**src/rtl/keccak_pkg.sv**
```systemverilog
// Shared constants, state/mode encodings and rate helpers for the multi-rate Keccak padder.
package keccak_pkg;

    localparam int MAX_RATE  = 1152;
    localparam int RATE_1152 = 1152;
    localparam int RATE_1088 = 1088;
    localparam int RATE_832  = 832;
    localparam int RATE_576  = 576;

    localparam logic [7:0] FINAL_PAD = 8'h80;

    typedef enum logic [1:0] {
        MODE_1152 = 2'd0,
        MODE_1088 = 2'd1,
        MODE_832  = 2'd2,
        MODE_576  = 2'd3
    } mode_e;

    typedef enum logic [1:0] {
        IDLE      = 2'd0,
        ABSORB    = 2'd1,
        FULL      = 2'd2,
        FULL_LAST = 2'd3
    } state_e;

    function automatic int rate_bits(input logic [1:0] mode);
        case (mode_e'(mode))
            MODE_1152: return RATE_1152;
            MODE_1088: return RATE_1088;
            MODE_832:  return RATE_832;
            MODE_576:  return RATE_576;
            default:   return RATE_1152;
        endcase
    endfunction

    function automatic logic [5:0] rate_words(input logic [1:0] mode, input int width);
        return 6'(rate_bits(mode) / width);
    endfunction

endpackage

```
**src/rtl/keccak_pad_word.sv**
```systemverilog
// Combinational padder for one message word: keeps valid bytes, inserts the domain pad
// byte, zeroes the tail and sets the final 0x80 bit when the word closes the block.
module keccak_pad_word
    import keccak_pkg::*;
#(
    parameter int         IN_WIDTH = 64,
    parameter logic [7:0] PAD_BYTE = 8'h01
) (
    input  logic [IN_WIDTH-1:0]           in,
    input  logic [$clog2(IN_WIDTH/8)-1:0] byte_num,
    input  logic                          is_last,
    input  logic                          is_block_end,
    output logic [IN_WIDTH-1:0]           padded
);

    localparam int NB = IN_WIDTH / 8;
    localparam int BW = $clog2(NB);

    // Byte 0 is the most significant byte of the word.
    for (genvar gi = 0; gi < NB; gi++) begin : g_byte
        localparam logic [BW-1:0] IDX = BW'(gi);
        localparam logic [BW-1:0] LAST_IDX = BW'(NB - 1);
        logic [7:0] src;
        logic [7:0] pad;

        assign src = in[IN_WIDTH-1-8*gi -: 8];

        always_comb begin
            pad = src;
            if (is_last) begin
                if (IDX == byte_num) begin
                    pad = PAD_BYTE;
                end else if (IDX > byte_num) begin
                    pad = 8'h00;
                end
                if (is_block_end && (IDX == LAST_IDX)) begin
                    pad = pad | FINAL_PAD;
                end
            end
        end

        assign padded[IN_WIDTH-1-8*gi -: 8] = pad;
    end

endmodule

```
**src/rtl/keccak_padder_multi.sv**
```systemverilog
// Multi-rate Keccak input buffer: packs message words into a left-aligned rate block,
// pads the final word and hands each complete block to the core with an ack handshake.
module keccak_padder_multi
    import keccak_pkg::*;
#(
    parameter int         IN_WIDTH = 64,
    parameter logic [7:0] PAD_BYTE = 8'h01
) (
    input  logic                          clk,
    input  logic                          reset,
    input  logic [1:0]                    mode,
    input  logic [IN_WIDTH-1:0]           in,
    input  logic                          in_ready,
    input  logic                          is_last,
    input  logic [$clog2(IN_WIDTH/8)-1:0] byte_num,
    input  logic                          f_ack,
    output logic                          buffer_full,
    output logic [MAX_RATE-1:0]           out,
    output logic                          out_ready,
    output logic                          out_last,
    output logic [5:0]                    rate_words
);

    localparam int MAX_WORDS = MAX_RATE / IN_WIDTH;
    localparam logic [IN_WIDTH-1:0] FINAL_WORD = {{(IN_WIDTH-8){1'b0}}, FINAL_PAD};

    state_e                state_reg, state_next;
    logic [5:0]            cnt_reg, cnt_next;
    logic [5:0]            rate_reg, rate_next;
    logic [5:0]            cur_rate;
    logic                  accept;
    logic                  clear;
    logic                  block_end;
    logic [IN_WIDTH-1:0]   padded;
    logic [MAX_RATE-1:0]   block_reg, block_next;

    // The first word of a message uses the rate selected on that same cycle.
    always_comb begin
        cur_rate   = (state_reg == IDLE) ? keccak_pkg::rate_words(mode, IN_WIDTH) : rate_reg;
        block_end  = (cnt_reg == cur_rate - 6'd1);
        accept     = in_ready && ((state_reg == IDLE) || (state_reg == ABSORB));
        clear      = f_ack && ((state_reg == FULL) || (state_reg == FULL_LAST));
        state_next = state_reg;
        cnt_next   = cnt_reg;
        rate_next  = rate_reg;
        case (state_reg)
            IDLE, ABSORB: begin
                if (accept) begin
                    if (state_reg == IDLE) begin
                        rate_next = cur_rate;
                    end
                    if (is_last) begin
                        state_next = FULL_LAST;
                        cnt_next   = 6'd0;
                    end else if (block_end) begin
                        state_next = FULL;
                        cnt_next   = 6'd0;
                    end else begin
                        state_next = ABSORB;
                        cnt_next   = cnt_reg + 6'd1;
                    end
                end
            end
            FULL: begin
                if (f_ack) begin
                    state_next = ABSORB;
                end
            end
            FULL_LAST: begin
                if (f_ack) begin
                    state_next = IDLE;
                end
            end
            default: state_next = IDLE;
        endcase
    end

    keccak_pad_word #(
        .IN_WIDTH (IN_WIDTH),
        .PAD_BYTE (PAD_BYTE)
    ) u_pad (
        .in           (in),
        .byte_num     (byte_num),
        .is_last      (is_last),
        .is_block_end (block_end),
        .padded       (padded)
    );

    // Per-word write enables; a last word also zero-fills the rest of the block in the same cycle.
    for (genvar gi = 0; gi < MAX_WORDS; gi++) begin : g_word
        localparam logic [5:0] IDX = 6'(gi);
        localparam int         HI  = MAX_RATE - 1 - gi * IN_WIDTH;
        logic [IN_WIDTH-1:0] word;

        always_comb begin
            word = block_reg[HI -: IN_WIDTH];
            if (clear) begin
                word = '0;
            end else if (accept) begin
                if (IDX == cnt_reg) begin
                    word = padded;
                end else if (is_last && (IDX > cnt_reg)) begin
                    word = (IDX == cur_rate - 6'd1) ? FINAL_WORD : '0;
                end
            end
        end

        assign block_next[HI -: IN_WIDTH] = word;
    end

    always_ff @(posedge clk) begin
        if (reset) begin
            state_reg <= IDLE;
            cnt_reg   <= 6'd0;
            rate_reg  <= keccak_pkg::rate_words(2'd0, IN_WIDTH);
            block_reg <= '0;
        end else begin
            state_reg <= state_next;
            cnt_reg   <= cnt_next;
            rate_reg  <= rate_next;
            block_reg <= block_next;
        end
    end

    assign out_ready   = (state_reg == FULL) || (state_reg == FULL_LAST);
    assign out_last    = (state_reg == FULL_LAST);
    assign buffer_full = out_ready;
    assign out         = block_reg;
    assign rate_words  = rate_reg;

endmodule
```
**config.mk**
```make
export PLATFORM = sky130hd
export DESIGN_NAME = keccak_padder_multi
export DESIGN_NICKNAME = d
export VERILOG_FILES = /design/src/rtl/keccak_pkg.sv /design/src/rtl/keccak_pad_word.sv /design/src/rtl/keccak_padder_multi.sv
export SDC_FILE = /design/constraint.sdc
export NUM_CORES = 2
export LEC_CHECK = 0
export ABC_AREA = 1
export CAP_MARGIN = 30
export CORE_AREA = 2 2 478 480
export CTS_BUF_LIST = sky130_fd_sc_hd__clkbuf_4
export CTS_CLUSTER_DIAMETER = 120
export CTS_CLUSTER_SIZE = 40
export DETAILED_ROUTE_END_ITERATION = 16
export DIE_AREA = 0 0 480 482
export GPL_TIMING_DRIVEN = 0
export SLEW_MARGIN = 40
export SYNTH_ARGS = -nofsm -noshare
export SYNTH_HDL_FRONTEND = slang
export SYNTH_SLANG_ARGS = --single-unit
```
**constraint.sdc**
```tcl
create_clock -name clk -period 5.5 [get_ports clk]
set_clock_uncertainty 0.1 [all_clocks]
set_input_delay 0.55 -clock clk [delete_from_list [all_inputs] [get_ports clk]]
set_output_delay 0.55 -clock clk [all_outputs]
set_load 0.01 [all_outputs]
```
==> metrics <==
Initial Util=0.184; initial antenna violation count=39; maximum root-to-sink buffer count=3; Rows=approximately 180; RSZ-0062 raised after global routing=false; Avg Cell Area, Syn=7.82 sq um; area of placed instances=58300 sq um; worst hold path class=in2reg; first-pass GRT wire length=389 mm; setup tns final=0 ps; post-route cell area=60000 sq um; Core ar.=between 200000 and 250000 sq um; async set or reset register ratio after synthesis=0; Slew Limit Fails=0; yosys warns=0; # DRC=0; P per Cell Area=~240 nW/um^2; Worst slew margin=0.369; Synth Net Count=5419; port bufs=1233; GP Congestion=0.933; H-tree depth=2; Worst setup SP type=register; Synth Register Bits=1166; Fillers=24600; Worst EP required=6440 ps; Peak supply drop=0.186 mV; full die area=231000 sq um; commonest non-fill, non-tap cell in the layout=nand2_1; Root Buffer=clkbuf_4; DR WL/cell=31.3 um; largest net degree at the start of global routing=41; sequential area share after synthesis=0.559; Max-Cap Viols=0; Clock Latency Late Sink=1210 ps; # Post-CTS Setup Buffers=0; ys flop type=dfxtp_1; Tcrit/Tclk final=0.646; multi-input logic area=15900 sq um; DRT Pass-1 Iters=8; post-synth cell types=43; DRT iter0 DRCs=4548; Worst Setup SP=state_reg[1]; number of enable flip-flop cells after synthesis=0; vias in the first global route=42700; commonest non-fill, non-tap cells in the layout=nand2_1, clkdlybuf4s50_1, dfxtp_1; reg-to-reg startpoint=state_reg[1]; Worst EP arrival=4490 ps; Worst Min Path Start=byte_num[1]; CP Max Fanout=9; CTS tree=done; Final WS setup=1950 ps; DIE HEIGHT=482 um; critical path class=reg2reg; Reg area=23300 sq um; ANT nets after route=0; GRT Total Usage=0.250; Worst-path clk slew=400 ps; DP Worst Slack=1380 ps; vias post-DR=45400; Post-DP HPWL=~240 mm; final setup violation count=0; CTS buffer count=43; Mapped Cells=5337; max reg flops=1152; Vias/cell=~4.6; Fmax achieved=between 200 and 300 MHz; Die W=480 um; Post-Route WL=306 mm; Worst-Margin Slew=946 ps; number of I/O pins=1235; clk sinks=1166; total congestion overflow=0; crit end category=register; Hold Fails Final Rpt=0; fin crit period=3550 ps; Area Overhead vs Synth=43.8%; # nets final=6793; outcome=finished, final reports clean; layout cell share with drive strength beyond 1=0.0672; Post-Syn Area=41700 sq um; cell leakage power=slightly below 20 nW
-- per-layer routing --
| metal | part of all wire | global-route usage |
|---|---|---|
| met1 | 0.36 | 0.277 |
| met2 | 0.47 | 0.428 |
| met3 | 0.082 | 0.0565 |
| met4 | 0.082 | 0.170 |
| met5 | 0.00013 | 0 |
-- Yosys cell counts (3+ instances only) --
master / count / area [sq um]
clkinv_1: 53 / 199
o31ai_1: 4 / 30.0
nand2_1: 1997 / 7500
nor2_1: 189 / 709
buf_4: 28 / 210
nor2_4: 10 / 113
a21oi_1: 1045 / 5230
inv_1: 64 / 240
a22oi_1: 125 / 938
nand3_1: 60 / 300
ha_1: 8 / 100
o21ai_0: 82 / 410
buf_6: 7 / 78.8
buf_2: 167 / 836
nand2_2: 7 / 43.8
nand4_1: 6 / 37.5
inv_2: 25 / 93.8
o21ai_1: 4 / 20.0
dfxtp_1: 1166 / 23300
clkbuf_1: 223 / 837
nor2_2: 10 / 62.6
a21oi_2: 3 / 26.3
xor2_1: 3 / 26.3
a211oi_1: 4 / 30.0
a31oi_1: 3 / 18.8
nor3_1: 12 / 60.1
buf_1: 10 / 37.5
nand3_2: 3 / 30.0
-- metrics by stage --
stage | power (W) | hold slack (ps) | std cells | util
final | 0.0147 | 131 | 9766 | 0.265
after global routing | 0.0151 | 88.3 | 9747 | 0.265
after CTS | 0.0147 | 2.96 | 9740 | 0.265
after detailed placement | 0.0111 | 351 | 9591 | 0.258
after global placement | 0.0110 | 345 | 9579 | 0.256
after floorplan | 0.00962 | 381 | 5337 | -
-- logic make-up after synthesis --
logic type / share of synthesized area
fa+ha+maj: 0.00240
compound gates: 0.162
xor+xnor: 0.000839
flops: 0.559
buf+inv: 0.0608
simple gates: 0.214
-- area by class of cell --
| class | count | share of cell area |
|---|---|---|
| sequential | 1166 | 0.389 |
| multi-input combinational | 3593 | 0.265 |
| timing repair buffer | 1329 | 0.224 |
| tap | 3009 | 0.0627 |
| buffer | 435 | 0.0353 |
| inverter | 143 | 0.00934 |
| clock inverter | 20 | 0.00763 |
| clock buffer | 45 | 0.00563 |
| antenna | 26 | 0.00108 |
-- what timing repair did --
action	CTS	global route
hold endpoints to repair	129	0
hold buffers	84	0
resized for setup	0	0
-- path summary, 6_finish.rpt --
kind          endpoint  slack [ps]  cells past startpoint
max           out[263]        1950                     15
min          out[1112]         130                      6
max reg2reg   out[263]        1950                     15
min reg2reg    out[31]         370                      2
-- power by group --
part	switching, W	internal [W]
Sequential	0.0000698	0.00860
Clock	0.00300	0.000661
Combinational	0.00184	0.000523
-- worst max-delay path, stage by stage, from the launching register on --
cell	delay, ps
dfxtp_1	630
nor2_4	120
o21ai_0	600
ha_1	420
inv_1	60
nand2_1	90
nand2_1	120
nand2_1	90
nand2_1	50
inv_1	50
nand2_1	60
nor2_2	130
nand3_2	310
nand3_1	170
nand2_1	190
a21oi_1	160
(Power assumes the default switching activity.)
